===== src/rtl/ibex_prefetch_ctrl.sv =====
// Instruction prefetch controller: issues word fetches on a req/gnt/rvalid bus,
// pushes responses into the fetch FIFO and discards stale responses after a redirect.
module ibex_prefetch_ctrl #(
   parameter int unsigned NUM_OUTSTANDING = 2
) (
   input  logic        clk,
   input  logic        rst,
   input  logic        fetch_en_i,
   input  logic        branch_i,
   input  logic [31:0] branch_addr_i,
   output logic        instr_req_o,
   output logic [31:0] instr_addr_o,
   input  logic        instr_gnt_i,
   input  logic        instr_rvalid_i,
   input  logic [31:0] instr_rdata_i,
   input  logic        instr_err_i,
   output logic        fifo_clear_o,
   output logic        fifo_valid_o,
   output logic [31:0] fifo_addr_o,
   output logic [31:0] fifo_rdata_o,
   input  logic        fifo_ready_i,
   output logic        err_o,
   output logic        busy_o
);

   typedef enum logic [1:0] {
      IDLE,
      REQ,
      WAIT_RSP
   } state_e;

   localparam logic [2:0] MaxOut = 3'(NUM_OUTSTANDING);

   state_e      state_q, state_d;
   logic [31:0] fetch_addr_q, fetch_addr_d;
   logic [31:0] push_addr_q, push_addr_d;
   logic [31:0] redir_addr_q, redir_addr_d;
   logic        redir_pend_q, redir_pend_d;
   logic        stale_req_q, stale_req_d;
   logic        err_q, err_d;
   logic [1:0]  outstanding_q, outstanding_d;
   logic [1:0]  discard_q, discard_d;

   logic        gnt_fire;
   logic        rsp_live;
   logic        push;
   logic        err_set;
   logic        can_issue;
   logic        issue_now;
   logic        issue_after_gnt;
   logic [31:0] branch_word;

   assign branch_word = {branch_addr_i[31:2], 2'b00};
   assign gnt_fire    = (state_q == REQ) & instr_gnt_i;

   // A response is only live when nothing stale is pending, no redirect is in
   // progress and no earlier error has frozen the stream.
   assign rsp_live = instr_rvalid_i & (discard_q == 2'd0) & ~branch_i & ~err_q;
   assign push     = rsp_live & ~instr_err_i;
   assign err_set  = rsp_live & instr_err_i;

   assign err_d         = branch_i ? 1'b0 : (err_q | err_set);
   assign outstanding_d = outstanding_q + {1'b0, gnt_fire} - {1'b0, instr_rvalid_i};

   assign can_issue       = fetch_en_i & fifo_ready_i & ~err_d;
   assign issue_now       = can_issue & ({1'b0, outstanding_q} < MaxOut);
   assign issue_after_gnt = can_issue & (({1'b0, outstanding_q} + 3'd1) < MaxOut);

   always_comb begin
      // NOTE: every signal gets a default before the case so no path can infer a latch.
      state_d      = state_q;
      fetch_addr_d = fetch_addr_q;
      push_addr_d  = push_addr_q;
      redir_addr_d = redir_addr_q;
      redir_pend_d = redir_pend_q;
      stale_req_d  = stale_req_q;
      discard_d    = discard_q;

      unique case (state_q)
         IDLE: begin
            if (issue_now) state_d = REQ;
         end
         REQ: begin
            if (gnt_fire) begin
               fetch_addr_d = redir_pend_q ? redir_addr_q : fetch_addr_q + 32'd4;
               redir_pend_d = 1'b0;
               stale_req_d  = 1'b0;
               if (issue_after_gnt)              state_d = REQ;
               else if (outstanding_d != 2'd0)   state_d = WAIT_RSP;
               else                              state_d = IDLE;
            end
         end
         WAIT_RSP: begin
            if (issue_now)                   state_d = REQ;
            else if (outstanding_d == 2'd0)  state_d = IDLE;
         end
         default: state_d = IDLE;
      endcase

      if (instr_rvalid_i && discard_q != 2'd0) discard_d = discard_d - 2'd1;
      if (gnt_fire && stale_req_q)             discard_d = discard_d + 2'd1;
      if (push) push_addr_d = {push_addr_q[31:2] + 30'd1, 2'b00};

      // A redirect while a request is still ungranted keeps that request on the
      // bus; its eventual response is counted stale and the new target waits.
      if (branch_i) begin
         discard_d   = outstanding_d;
         push_addr_d = branch_addr_i;
         if (state_q == REQ && !instr_gnt_i) begin
            redir_pend_d = 1'b1;
            redir_addr_d = branch_word;
            stale_req_d  = 1'b1;
         end else begin
            fetch_addr_d = branch_word;
            redir_pend_d = 1'b0;
            stale_req_d  = 1'b0;
            if (state_q != REQ && issue_now) state_d = REQ;
         end
      end
   end

   always_ff @(posedge clk) begin
      if (rst) begin
         state_q       <= IDLE;
         fetch_addr_q  <= '0;
         push_addr_q   <= '0;
         redir_addr_q  <= '0;
         redir_pend_q  <= 1'b0;
         stale_req_q   <= 1'b0;
         err_q         <= 1'b0;
         outstanding_q <= '0;
         discard_q     <= '0;
      end else begin
         // NOTE: sequential state uses non-blocking assignments so all registers
         // update together from the values sampled at this edge.
         state_q       <= state_d;
         fetch_addr_q  <= fetch_addr_d;
         push_addr_q   <= push_addr_d;
         redir_addr_q  <= redir_addr_d;
         redir_pend_q  <= redir_pend_d;
         stale_req_q   <= stale_req_d;
         err_q         <= err_d;
         outstanding_q <= outstanding_d;
         discard_q     <= discard_d;
      end
   end

   assign instr_req_o  = (state_q == REQ);
   assign instr_addr_o = fetch_addr_q;
   assign fifo_clear_o = branch_i;
   assign fifo_valid_o = push;
   assign fifo_addr_o  = push_addr_q;
   assign fifo_rdata_o = instr_rdata_i;
   assign err_o        = err_q;
   assign busy_o       = (outstanding_q != 2'd0) | instr_req_o;

endmodule


===== config.mk =====
export PLATFORM = sky130hd
export DESIGN_NAME = ibex_prefetch_ctrl
export DESIGN_NICKNAME = d
export VERILOG_FILES = /design/src/rtl/ibex_prefetch_ctrl.sv
export SDC_FILE = /design/constraint.sdc
export NUM_CORES = 1
export LEC_CHECK = 0
export ABC_AREA = 1
export BUFFER_PORTS_ARGS = -buffer_cell sky130_fd_sc_hd__buf_2
export CAP_MARGIN = 20
export CORE_MARGIN = 4
export CORE_UTILIZATION = 30
export CTS_BUF_LIST = sky130_fd_sc_hd__clkbuf_2 sky130_fd_sc_hd__clkbuf_4 sky130_fd_sc_hd__clkbuf_8
export DETAILED_ROUTE_END_ITERATION = 6
export GPL_TIMING_DRIVEN = 1
export PLACE_DENSITY_LB_ADDON = 0.25
export SETUP_SLACK_MARGIN = 0.05
export SYNTH_ARGS = -nofsm -noshare
export SYNTH_HDL_FRONTEND = slang
export SYNTH_SLANG_ARGS = --single-unit
export TNS_END_PERCENT = 100

===== constraint.sdc =====
create_clock -name clk -period 5.5 [get_ports clk]
set_clock_uncertainty 0.05 [all_clocks]
set_input_delay 0.825 -clock clk [delete_from_list [all_inputs] [get_ports clk]]
set_output_delay 0.825 -clock clk [all_outputs]
set_load 0.01 [all_outputs]

==> results of run 1 <==
==> cell type report <==
cell class,instances,area (sq um)
Multi-Input combinational cell,792,3630
Clock buffer,10,131
Inverter,112,420
Fill cell,2457,14000
Clock inverter,6,52.6
Timing Repair Buffer,115,633
Sequential cell,102,2040
Tap cell,275,344
==> worst reg2reg max path, stage by stage (launching register included) <==
cell and delay (ps):
sky130_fd_sc_hd__dfxtp_1 830, sky130_fd_sc_hd__inv_2 390, sky130_fd_sc_hd__nor2_8 420, sky130_fd_sc_hd__inv_2 110, sky130_fd_sc_hd__or2_0 210, sky130_fd_sc_hd__nand3_1 90, sky130_fd_sc_hd__a21oi_1 60
==> cells in the final DEF, fill, tap and decap left out, types with 9 or more instances in the layout <==
master	netlist	layout
sky130_fd_sc_hd__inv_1	105	105
sky130_fd_sc_hd__a31oi_1	12	12
sky130_fd_sc_hd__nand3_1	71	71
sky130_fd_sc_hd__nor2_1	120	120
sky130_fd_sc_hd__clkbuf_8	0	9
sky130_fd_sc_hd__nand2_1	339	339
sky130_fd_sc_hd__o21ai_0	74	74
sky130_fd_sc_hd__a21oi_1	98	98
sky130_fd_sc_hd__buf_2	16	108
sky130_fd_sc_hd__xor2_1	11	11
sky130_fd_sc_hd__nor2_2	11	11
sky130_fd_sc_hd__dfxtp_1	102	102
==> sequential cells by signal, indices dropped and copies added (netlist names) <==
register / count
redir_addr_q: 30
discard_q: 2
err_o: 1
outstanding_q: 2
state_q: 2
fifo_addr_o: 32
instr_addr_o: 32
stale_req_q: 1
==> power by group <==
group / internal, mW / switching (mW) / leakage (nW)
Combinational: 0.130 / 0.232 / 2.11
Sequential: 0.792 / 0.0675 / 0.838
Clock: 0.177 / 0.303 / 0.0888
Total: 1.10 / 0.602 / 3.04
==> kinds of logic after synthesis <==
logic type,Yosys count,share of synthesized area
xor gates and xnor gates,14,0.0187
adders and majority gates,5,0.00956
DFF,102,0.312
and+or+nand+nor,571,0.364
AOI/OAI and AO/OA,202,0.163
buffers and inverters,187,0.133
==> metal layers <==
metal	vias up	track usage
li1	3524	-
met1	3185	0.266
met2	212	0.286
met3	19	0.0294
met4	0	0.0379
met5	-	0
==> through the flow <==
step	utilization	power (mW)	setup WS, ps
floorplan	-	1.12	3130
global placement	0.331	1.23	2260
detailed placement	0.332	1.23	2180
CTS	0.341	1.71	2450
global route	0.342	1.80	2370
finish	0.342	1.70	2460
==> how the worst max path moves through the flow <==
stage                     startpoint          endpoint  slack [ps]  cells past startpoint
final                       branch_i      fifo_valid_o        2460                      6
after global routing        branch_i      fifo_valid_o        2370                      6
after CTS                   branch_i      fifo_valid_o        2450                      6
after detailed placement    branch_i  redir_addr_q[27]        2180                      7
after global placement      branch_i  redir_addr_q[28]        2260                      7
after floorplan             branch_i      fifo_valid_o        3130                      5
==> metrics.log, run 1 <==
INFO  metric critical_path_arrival = 2160 ps
INFO  metric dr.max_layer_used = met4
INFO  metric syn-instance-count = 1081
INFO  metric clockBufferDepth = 2
INFO  metric areaGrowthSynthToFinish = 10.9%
INFO  metric async_reset_ff_frac = 0
INFO  metric cells_on_worst_hold_path = 2
INFO  metric worst_r2r_path_depth = 6
INFO  metric rsz0062_at_grt = false
INFO  metric grt_overflow = 0
INFO  metric drt-initial-drc-count = 578
INFO  metric antenna_found_initial = 0
INFO  metric grt_pass1_vias = 6290
INFO  metric fmax = 0.329 GHz
INFO  metric cp_top_family = buffers and inverters
INFO  metric netlist_top_cells_count = sky130_fd_sc_hd__nand2_1 (339), sky130_fd_sc_hd__nor2_1 (120), sky130_fd_sc_hd__inv_1 (105), sky130_fd_sc_hd__dfxtp_1 (102), sky130_fd_sc_hd__a21oi_1 (98)
INFO  metric drv.max_cap_violation_count = 0
INFO  metric routed-wl-met3 = 1.35 mm
INFO  metric ir_drop = 97.4 uV
INFO  metric post_placement_cell_count = 1395
INFO  metric synth_fp_nets = 1158
INFO  metric drt_pre_antenna_iters = 5
INFO  metric gp_routability_congestion = 0.841
INFO  metric ports_placed_on_the_boundary = 173
INFO  metric tritoncts = built
INFO  metric worstPathRequired = 4620 ps
INFO  metric final_max_tran_viols = 0
INFO  metric route.vias.total = 6940
INFO  metric run_status = complete, no violations
INFO  metric hold_violations = 0
INFO  metric synth_top_flop_cell = sky130_fd_sc_hd__dfxtp_1
INFO  metric dpl.hpwl = 16.8 mm
INFO  metric yosys.area.top_type = sky130_fd_sc_hd__dfxtp_1
INFO  metric min_period = 3040 ps
INFO  metric worst_setup_hold_path_clk_slew = 120 ps
INFO  metric post_synth_main_area_contributors = sky130_fd_sc_hd__dfxtp_1 (31%), sky130_fd_sc_hd__nand2_1 (19%), sky130_fd_sc_hd__a21oi_1 (7.5%)
INFO  metric drc_violation_count_after_routing = 0
INFO  metric cp_slowest_cell = sky130_fd_sc_hd__buf_2
INFO  metric final_wirelength = 22.5 mm
INFO  metric synth.top_cell.area_share = 0.312
INFO  metric path_common_cell = sky130_fd_sc_hd__buf_2
INFO  metric cts_buffers = 9
INFO  metric critical-path-max-stage-delay = 550 ps
INFO  metric placement.cell_area = 7040 sq um
INFO  metric synth.yosys.seq_area_share = 0.312
INFO  metric finalCritPeriodShare = 0.553
INFO  metric rows = 53
INFO  metric number_of_buffers_inserted_by_post_cts_setup_repair = 0
INFO  metric cts_hold_buffers = 0
INFO  metric vias_per_cell = 4.92
INFO  metric global_route_wire_length_before_repair = 35.2 mm
INFO  metric crit_type = in2out
INFO  metric post_route_setup_tns = 0 ps
INFO  metric die-area = 24200 sq um
INFO  metric setup-violations-final = 0
INFO  metric post_route_worst_hold_slack = 403 ps
INFO  metric worstHoldEndpoint = instr_addr_o[0]
INFO  metric hold_path.class = reg2reg
INFO  metric detailroute.wirelength.met2 = 9.90 mm
INFO  metric synth.distinct_cells = 40
INFO  metric power.density = 234 nW/um^2
INFO  metric insertedDiodeCount = 0
INFO  metric die_width = 156 microns
INFO  metric fraction_of_layout_instances_using_a_drive_strength_above_1 = 0.144
INFO  metric synth-seq-cells = 102
INFO  metric synth.cell_area = 6540 sq um
INFO  metric timing.rr.end = instr_addr_o[11]
INFO  metric slew_headroom = 0.470
INFO  metric starting_density = 0.308
INFO  metric clkSinkCount = 102
INFO  metric nNetsFinal = 1209
INFO  metric reg2reg_slack = 3230 ps
INFO  metric static-leakage-power = 3.04 nW
INFO  metric cp_cell_sequence = buf_2 -> nor2_1 -> nand3_2 -> inv_1 -> buf_4 -> buf_2
INFO  metric io_buffers = 108
INFO  metric clk_root_buffer_cell = sky130_fd_sc_hd__clkbuf_8
INFO  metric hp-start = instr_addr_o[0]
INFO  metric wl_met1 = 11.0 mm
INFO  metric synth.yosys.warnings = 0
INFO  metric routed_wire_length_per_instance = 15.9 microns
INFO  metric setup.worst_path.end_class = primary output
INFO  metric std_cell_core_area = 21200 sq um
INFO  metric post_synth.cell_area_avg = 6.05 sq um
INFO  metric final_design_area_no_fill = 7260 sq um
INFO  metric largest_net_degree_at_the_start_of_global_routing = 62
INFO  metric route.antenna.remaining_nets = 0
INFO  metric cts-htree-levels = 3
INFO  metric synth.most_common_cell = sky130_fd_sc_hd__nand2_1
INFO  metric post_cts_resize_count = 0
INFO  metric worstPathMaxFanout = 41
INFO  metric track_usage = 0.183
INFO  metric worst_pin_slew = 794 ps
INFO  metric synth-edff-count = 0
INFO  metric clk-insertion-delay-late = 400 ps
INFO  metric regToRegStartpoint = stale_req_q
INFO  metric finish.cell_count_without_fillers = 1412
INFO  metric path_buf_inv = 4
INFO  metric setup.worst_path.start_class = input port
INFO  metric fp.dieH = 156 microns
Power figures use the tool's default switching activity.
==> run 2: changes to the inputs <==
--- a/config.mk
+++ b/config.mk
@@ -5,7 +5,7 @@
 export SDC_FILE = /design/constraint.sdc
 export NUM_CORES = 1
 export LEC_CHECK = 0
-export ABC_AREA = 1
+export ABC_AREA = 0
 export BUFFER_PORTS_ARGS = -buffer_cell sky130_fd_sc_hd__buf_2
 export CAP_MARGIN = 20
 export CORE_MARGIN = 4
==> constraint.sdc (replaced) <==
create_clock -name clk -period 3 [get_ports clk]
set_clock_uncertainty 0.05 [all_clocks]
set_input_delay 0.45 -clock clk [delete_from_list [all_inputs] [get_ports clk]]
set_output_delay 0.45 -clock clk [all_outputs]
set_load 0.01 [all_outputs]
==> run 2 against run 1 <==
- die area fell by 7.9%
- combinational power rose by 54%
- critical path type is now reg2out
- critical endpoint unchanged
- routed wire length down 11%
- critical path depth unchanged
- utilization is 0.72 points higher
- first-iteration DRC count down 15%
- global-route usage shrank 0.67 points
- sequential cell count did not move
- non-clock buffer count rose by 16
- clock power rose by 110%
- synthesized cell count decreased by 26%
- register-to-register slack worse by 2600 ps
==> metrics.log, run 2 <==
INFO  metric most-common-layout-cells = sky130_fd_sc_hd__nand2_1 (131), sky130_fd_sc_hd__buf_2 (107), sky130_fd_sc_hd__dfxtp_1 (102)
INFO  metric synth-edff-count = 0 (unchanged)
INFO  metric multiInputGateArea = 3440 sq um (-5.2%)
INFO  metric route.vias.total = 6036 (-13%)
INFO  metric design_power_total = 3.10 mW (+82%)
INFO  metric routed_wire_length_per_instance = 17.7 microns (+11%)
INFO  metric rows = 51 (-3.8%)
INFO  metric die-area = 22300 sq um (-7.9%)
INFO  metric critical_path_arrival = 2150 ps (about the same)
INFO  metric cts_hold_buffers = 0 (unchanged)
INFO  metric synth.distinct_cells = 66 (+65%)
INFO  metric synth.yosys.seq_area_share = 0.340 (+0.0282)
INFO  metric setup.worst_path.start_class = flop
INFO  metric cp_slowest_cell = sky130_fd_sc_hd__inv_1
INFO  metric power.density = 453 nW/um^2 (+93%)
INFO  metric cp_cell_sequence = inv_1 -> ha_1 -> and4bb_2 -> nand2_1 -> inv_1 -> buf_2
INFO  metric min_period = 2650 ps
INFO  metric die_width = 149 microns (-4.0%)
INFO  metric cp_top_family = buffers and inverters
INFO  metric worstPathMaxFanout = 10 (-76%)
INFO  metric insertedDiodeCount = 0 (unchanged)
INFO  metric worstPathRequired = 2500 ps (-2120 ps)
INFO  metric fp.dieH = 149 microns (-4.0%)
INFO  metric grt_overflow = 0 (unchanged)
INFO  metric rsz0062_at_grt = false
INFO  metric drv.max_cap_violation_count = 0 (unchanged)
INFO  metric synth_top_flop_cell = sky130_fd_sc_hd__dfxtp_1
INFO  metric cts_buffers = 9 (unchanged)
INFO  metric grt_pass1_vias = 5566 (-12%)
INFO  metric synth.cell_area = 6000 sq um (-8.3%)
INFO  metric fill_cells = 2124 (-14%)
INFO  metric track_usage = 0.176 (-0.00667)
INFO  metric post_placement_cell_count = 1110 (-20%)
INFO  metric synth.most_common_cell = sky130_fd_sc_hd__nand2_1
INFO  metric nNetsFinal = 933 (-23%)
INFO  metric std_cell_core_area = 19600 sq um (-7.7%)
INFO  metric areaGrowthSynthToFinish = 14.0%
INFO  metric fmax = 0.377 GHz
INFO  metric post_cts_resize_count = 0 (unchanged)
INFO  metric synth.yosys.warnings = 0 (unchanged)
INFO  metric global_route_wire_length_before_repair = 31.6 mm (-10%)
INFO  metric ports_placed_on_the_boundary = 173 (unchanged)
INFO  metric post_synth_main_area_contributors = sky130_fd_sc_hd__dfxtp_1 (34%), sky130_fd_sc_hd__nand2_1 (8.2%), sky130_fd_sc_hd__a21oi_1 (7.2%)
INFO  metric static-leakage-power = 2.56 nW (-16%)
INFO  metric setup-violations-final = 0 (unchanged)
INFO  metric slew_headroom = 0.527 (+0.0571)
INFO  metric run_status = complete, no violations
INFO  metric setup.worst_path.end_class = primary output
INFO  metric cts-htree-levels = 3 (unchanged)
INFO  metric final_wirelength = 20.0 mm (-11%)
INFO  metric critical-path-max-stage-delay = 360 ps (-190 ps)
INFO  metric worst_setup_hold_path_clk_slew = 100 ps (-20 ps)
INFO  metric drt-initial-drc-count = 493 (-15%)
INFO  metric clk-insertion-delay-late = 400 ps (about the same)
INFO  metric mostFrequentLayoutCell = sky130_fd_sc_hd__nand2_1
INFO  metric fin_ws = 350 ps (-2110 ps)
INFO  metric io_buffers = 108 (unchanged)
INFO  metric clkSinkCount = 102 (unchanged)
INFO  metric finish.cell_count_without_fillers = 1126 (-20%)
INFO  metric hold_violations = 0 (unchanged)
INFO  metric path_buf_inv = 3 (-1)
INFO  metric ir_drop = 169 uV (+74%)
INFO  metric dpl.hpwl = 14.6 mm (-13%)
INFO  metric fraction_of_layout_instances_using_a_drive_strength_above_1 = 0.196 (+0.0520)
INFO  metric syn-instance-count = 797 (-26%)
INFO  metric netlist_top_cells_count = sky130_fd_sc_hd__nand2_1 (131), sky130_fd_sc_hd__dfxtp_1 (102), sky130_fd_sc_hd__a21oi_1 (86), sky130_fd_sc_hd__nor2_1 (50), sky130_fd_sc_hd__clkbuf_1 (39)
INFO  metric number_of_buffers_inserted_by_post_cts_setup_repair = 0 (unchanged)
INFO  metric drc_violation_count_after_routing = 0 (unchanged)
INFO  metric final_max_tran_viols = 0 (unchanged)
INFO  metric yosys.area.top_type = sky130_fd_sc_hd__dfxtp_1
INFO  metric tritoncts = built
INFO  metric largest_net_degree_at_the_start_of_global_routing = 58 (-6.5%)
INFO  metric post_synth.cell_area_avg = 7.53 sq um (+24%)
INFO  metric preCtsSetupSlack = 674 ps (-1510 ps)
INFO  metric antenna_found_initial = 0 (unchanged)
INFO  metric synth.top_cell.area_share = 0.340 (+0.0282)
INFO  metric clk_root_buffer_cell = sky130_fd_sc_hd__clkbuf_8
INFO  metric path_common_cell = sky130_fd_sc_hd__inv_1
INFO  metric async_reset_ff_frac = 0 (unchanged)
INFO  metric route.antenna.remaining_nets = 0 (unchanged)
INFO  metric drt_pre_antenna_iters = 5 (unchanged)
INFO  metric synth-seq-cells = 102 (unchanged)
INFO  metric synth_fp_nets = 874 (-25%)
INFO  metric clockBufferDepth = 2 (unchanged)
INFO  metric hold_path.class = in2reg
INFO  metric vias_per_cell = 5.36 (+9.1%)
INFO  metric post_route_setup_tns = 0 ps (unchanged)
INFO  metric worst_pin_slew = 708 ps (-85.7 ps)
INFO  metric crit_type = reg2out
INFO  metric final-seq-area = 2040 sq um (unchanged)
INFO  metric finalCritPeriodShare = 0.883
INFO  metric starting_density = 0.306 (-0.00206)
INFO  metric gp_routability_congestion = 0.830 (-1.3%)
run 2: cell count changes in the layout (fill, tap and decap cells not counted), moves of 10 or more:
cell,previous run,this run
sky130_fd_sc_hd__nor3_1,4,21
sky130_fd_sc_hd__nor2_1,120,50
sky130_fd_sc_hd__o21ai_0,74,18
sky130_fd_sc_hd__a211oi_1,1,11
sky130_fd_sc_hd__and3_1,0,18
sky130_fd_sc_hd__buf_4,5,24
sky130_fd_sc_hd__nor4_1,0,17
sky130_fd_sc_hd__a21oi_1,98,86
sky130_fd_sc_hd__o211ai_1,3,14
sky130_fd_sc_hd__nor2_2,11,0
sky130_fd_sc_hd__inv_1,105,22
sky130_fd_sc_hd__nand2_1,339,131
sky130_fd_sc_hd__nand3_1,71,32
sky130_fd_sc_hd__nand4_1,7,20
run 2: final timing paths:
path               startpoint  cells after the start          endpoint  slack [ps]
min reg2reg  redir_addr_q[13]                      2  redir_addr_q[13]         400
max              discard_q[0]                      6      fifo_valid_o         350
min          branch_addr_i[1]                      3    fifo_addr_o[1]         250
max reg2reg      discard_q[0]                      7   fifo_addr_o[31]         640
run 2: cell type report:
class,count,share of cell area
Clock inverter,7,0.0145
Clock buffer,9,0.0181
Inverter,22,0.0121
Tap cell,265,0.0485
Multi-Input combinational cell,590,0.504
Sequential cell,102,0.299
Timing Repair Buffer,131,0.105
run 2: cells by family after synthesis:
logic type | synth area share
simple gates | 0.296
compound gates | 0.222
buf+inv | 0.0872
flops | 0.340
mux | 0.0250
xor+xnor | 0.0190
fa+ha+maj | 0.0104
run 2: where the power goes:
part	internal [mW]	switching (mW)	total, mW
Clock	0.473	0.542	1.02
Combinational	0.220	0.336	0.556
Sequential	1.43	0.102	1.53
Total	2.12	0.980	3.10
run 2: worst reg2reg max path, cell delays in order (launching register included):
cell	delay [ps]
sky130_fd_sc_hd__dfxtp_1	310
sky130_fd_sc_hd__inv_1	70
sky130_fd_sc_hd__ha_1	240
sky130_fd_sc_hd__or4bb_2	810
sky130_fd_sc_hd__o211a_1	290
sky130_fd_sc_hd__a21oi_1	110
sky130_fd_sc_hd__nor2_1	50
sky130_fd_sc_hd__a311o_1	330
run 2: through the flow:
stage | instance area, sq um | hold slack (ps) | util
2_1_floorplan | 6000 | 381 | -
3_3_place_gp | 6620 | 388 | 0.338
3_5_place_dp | 6620 | 393 | 0.338
4_1_cts | 6840 | 237 | 0.349
5_1_grt | 6840 | 248 | 0.349
6_report | 6840 | 249 | 0.349
run 2: metal layers:
metal / vias up / global-route usage / wire length [microns]
li1: 2986 / - / -
met1: 2833 / 0.263 / 9800
met2: 195 / 0.261 / 8770
met3: 22 / 0.0312 / 1090
met4: 0 / 0.0453 / 310
met5: - / 0 / 0
==> run 3: changes to the inputs <==
--- a/config.mk
+++ b/config.mk
@@ -5,7 +5,7 @@
 export SDC_FILE = /design/constraint.sdc
 export NUM_CORES = 1
 export LEC_CHECK = 0
-export ABC_AREA = 0
+export ABC_AREA = 1
 export BUFFER_PORTS_ARGS = -buffer_cell sky130_fd_sc_hd__buf_2
 export CAP_MARGIN = 20
 export CORE_MARGIN = 4
==> run 3 against run 2 <==
- critical path depth increased by 1
- die area is 8.6% higher
- power up 1.9%
- critical endpoint unchanged
- cell count is 25% higher
- routed wire length up 14%
- first-iteration DRC count rose by 21%
- final area rose by 6.3%
- non-clock buffer count fell by 13
- combinational power is 21% higher
- register-to-register slack improved by 220 ps
- sequential cell count unchanged
==> metrics.log, run 3 (synthesis results as in run 1) <==
INFO  metric crit_type = reg2out
INFO  metric cp_cell_sequence = inv_1 -> ha_1 -> nand2_1 -> inv_1 -> nand3_2 -> inv_1 -> buf_2
INFO  metric die-area = 24200 sq um (+8.6%)
INFO  metric insertedDiodeCount = 0 (unchanged)
INFO  metric setup.worst_path.end_class = primary output
INFO  metric fp.dieH = 156 microns (+4.2%)
INFO  metric post_cts_resize_count = 0 (unchanged)
INFO  metric setup-violations-final = 0 (unchanged)
INFO  metric drt-initial-drc-count = 597 (+21%)
INFO  metric worst_r2r_path_depth = 10 (+3)
INFO  metric gp_routability_congestion = 0.858 (+3.4%)
INFO  metric drv.max_cap_violation_count = 0 (unchanged)
INFO  metric setup.worst_path.start_class = flop
INFO  metric post_placement_cell_count = 1398 (+26%)
INFO  metric power.density = 435 nW/um^2 (-4.1%)
INFO  metric dpl.hpwl = 17.2 mm (+18%)
INFO  metric finish.cell_count_without_fillers = 1412 (+25%)
INFO  metric critical-path-max-stage-delay = 320 ps (-40 ps)
INFO  metric post_route_setup_tns = 0 ps (unchanged)
INFO  metric worstHoldEndpoint = fifo_addr_o[1]
INFO  metric fill_cells = 2428 (+14%)
INFO  metric detailroute.wirelength.met2 = 10.0 mm (+14%)
INFO  metric run_status = complete, no violations
INFO  metric cp_top_family = buffers and inverters
INFO  metric worst_pin_slew = 792 ps (+83.9 ps)
INFO  metric mostFrequentLayoutCell = sky130_fd_sc_hd__nand2_1
INFO  metric clk-insertion-delay-late = 380 ps (-20 ps)
INFO  metric reg2reg_slack = 860 ps (+220 ps)
INFO  metric worstPathMaxFanout = 9 (-1)
INFO  metric track_usage = 0.186 (+0.0103)
INFO  metric areaGrowthSynthToFinish = 11.1%
INFO  metric final_wirelength = 22.9 mm (+14%)
INFO  metric static-leakage-power = 3.06 nW (+19%)
INFO  metric finalCritPeriodShare = 0.752 (-0.132)
INFO  metric grt_pass1_vias = 6385 (+15%)
INFO  metric drt_pre_antenna_iters = 5 (unchanged)
INFO  metric grt_overflow = 0 (unchanged)
INFO  metric path_common_cell = sky130_fd_sc_hd__inv_1
INFO  metric design_power_total = 3.16 mW (+1.9%)
INFO  metric std_cell_core_area = 21200 sq um (+8.3%)
INFO  metric final_max_tran_viols = 0 (unchanged)
INFO  metric global_route_wire_length_before_repair = 36.0 mm (+14%)
INFO  metric dr.max_layer_used = met4
INFO  metric worstPathRequired = 2500 ps (about the same)
INFO  metric routed_wire_length_per_instance = 16.2 microns (-8.7%)
INFO  metric final_design_area_no_fill = 7270 sq um (+6.3%)
INFO  metric ports_placed_on_the_boundary = 173 (unchanged)
INFO  metric tritoncts = built
INFO  metric fmax = 0.444 GHz (+18%)
INFO  metric cts_buffers = 9 (unchanged)
INFO  metric post_route_worst_hold_slack = 274 ps (+24.6 ps)
INFO  metric die_width = 156 microns (+4.2%)
INFO  metric cts-htree-levels = 3 (unchanged)
INFO  metric antenna_found_initial = 0 (unchanged)
INFO  metric cts_hold_buffers = 0 (unchanged)
INFO  metric fin_ws = 745 ps (+395 ps)
INFO  metric path_buf_inv = 4 (+1)
INFO  metric nNetsFinal = 1212 (+30%)
INFO  metric largest_net_degree_at_the_start_of_global_routing = 61 (+5.2%)
INFO  metric wl_met1 = 11.1 mm (+14%)
INFO  metric drc_violation_count_after_routing = 0 (unchanged)
INFO  metric min_period = 2250 ps (-395 ps)
INFO  metric regToRegStartpoint = state_q[0]
INFO  metric route.antenna.remaining_nets = 0 (unchanged)
INFO  metric route.vias.total = 6942 (+15%)
INFO  metric worst_setup_hold_path_clk_slew = 90 ps (about the same)
INFO  metric clkSinkCount = 102 (unchanged)
INFO  metric final_util = 0.342 (-0.00666)
INFO  metric number_of_buffers_inserted_by_post_cts_setup_repair = 0 (unchanged)
INFO  metric most-common-layout-cells = sky130_fd_sc_hd__nand2_1 (339), sky130_fd_sc_hd__nor2_1 (120), sky130_fd_sc_hd__buf_2 (108)
INFO  metric starting_density = 0.308 (+0.00206)
INFO  metric critical_path_arrival = 1750 ps (-400 ps)
INFO  metric hp-start = branch_addr_i[1]
INFO  metric timing.rr.end = state_q[1]
INFO  metric cells_on_worst_hold_path = 3 (unchanged)
INFO  metric ir_drop = 206 uV (+21%)
INFO  metric routed-wl-met3 = 1.41 mm (+29%)
INFO  metric clockBufferDepth = 2 (unchanged)
INFO  metric cp_slowest_cell = sky130_fd_sc_hd__inv_1
INFO  metric preCtsSetupSlack = 745 ps (+71.7 ps)
INFO  metric fraction_of_layout_instances_using_a_drive_strength_above_1 = 0.144 (-0.0520)
INFO  metric slew_headroom = 0.471 (-0.0558)
INFO  metric rows = 53 (+3.9%)
INFO  metric hold_path.class = in2reg
INFO  metric placement.cell_area = 7060 sq um (+6.7%)
INFO  metric hold_violations = 0 (unchanged)
INFO  metric vias_per_cell = 4.92 (-8.3%)
INFO  metric clk_root_buffer_cell = sky130_fd_sc_hd__clkbuf_8
INFO  metric rsz0062_at_grt = false
INFO  metric io_buffers = 108 (unchanged)
-- run 3: changes by cell type in the layout (fill, tap and decap cells not counted), moves of 17 or more --
cell                      delta
sky130_fd_sc_hd__and3_1     -18
sky130_fd_sc_hd__inv_1      +83
sky130_fd_sc_hd__nand2_1   +208
sky130_fd_sc_hd__nand3_1    +39
sky130_fd_sc_hd__nor2_1     +70
sky130_fd_sc_hd__nor3_1     -17
sky130_fd_sc_hd__nor4_1     -17
sky130_fd_sc_hd__o21ai_0    +56
-- run 3: worst min-delay path, stage by stage --
cell	delay, ps
sky130_fd_sc_hd__buf_2	100
sky130_fd_sc_hd__nand2_1	50
sky130_fd_sc_hd__a21oi_1	60
-- run 3: worst max path at each step --
stage	cells after the start	to	start
floorplan	12	state_q[1]	state_q[0]
global placement	9	fifo_addr_o[13]	branch_i
detailed placement	9	fifo_addr_o[14]	branch_i
CTS	7	fifo_valid_o	discard_q[0]
global route	9	instr_addr_o[3]	state_q[0]
finish	7	fifo_valid_o	discard_q[0]
-- run 3: power by group --
| group | internal (mW) | total [mW] | switching, mW |
|---|---|---|---|
| Sequential | 1.45 | 1.58 | 0.124 |
| Combinational | 0.241 | 0.675 | 0.433 |
| Clock | 0.405 | 0.910 | 0.506 |
| Total | 2.10 | 3.16 | 1.06 |
-- run 3: metal layers --
metal,up-vias,track usage
met5,-,0
met4,0,0.0429
met3,19,0.0322
met2,206,0.287
met1,3191,0.272
li1,3526,-
-- run 3: final cells by class --
type                    instances  area, sq um  share of cell area
clock buffers                  11          145              0.0200
flip-flops and latches        102         2040               0.281
inverters                     112          420              0.0579
repair buffers                118          648              0.0892
well taps                     275          344              0.0473
multi-input cells             792         3630               0.500
clock inverters                 2         35.0             0.00482
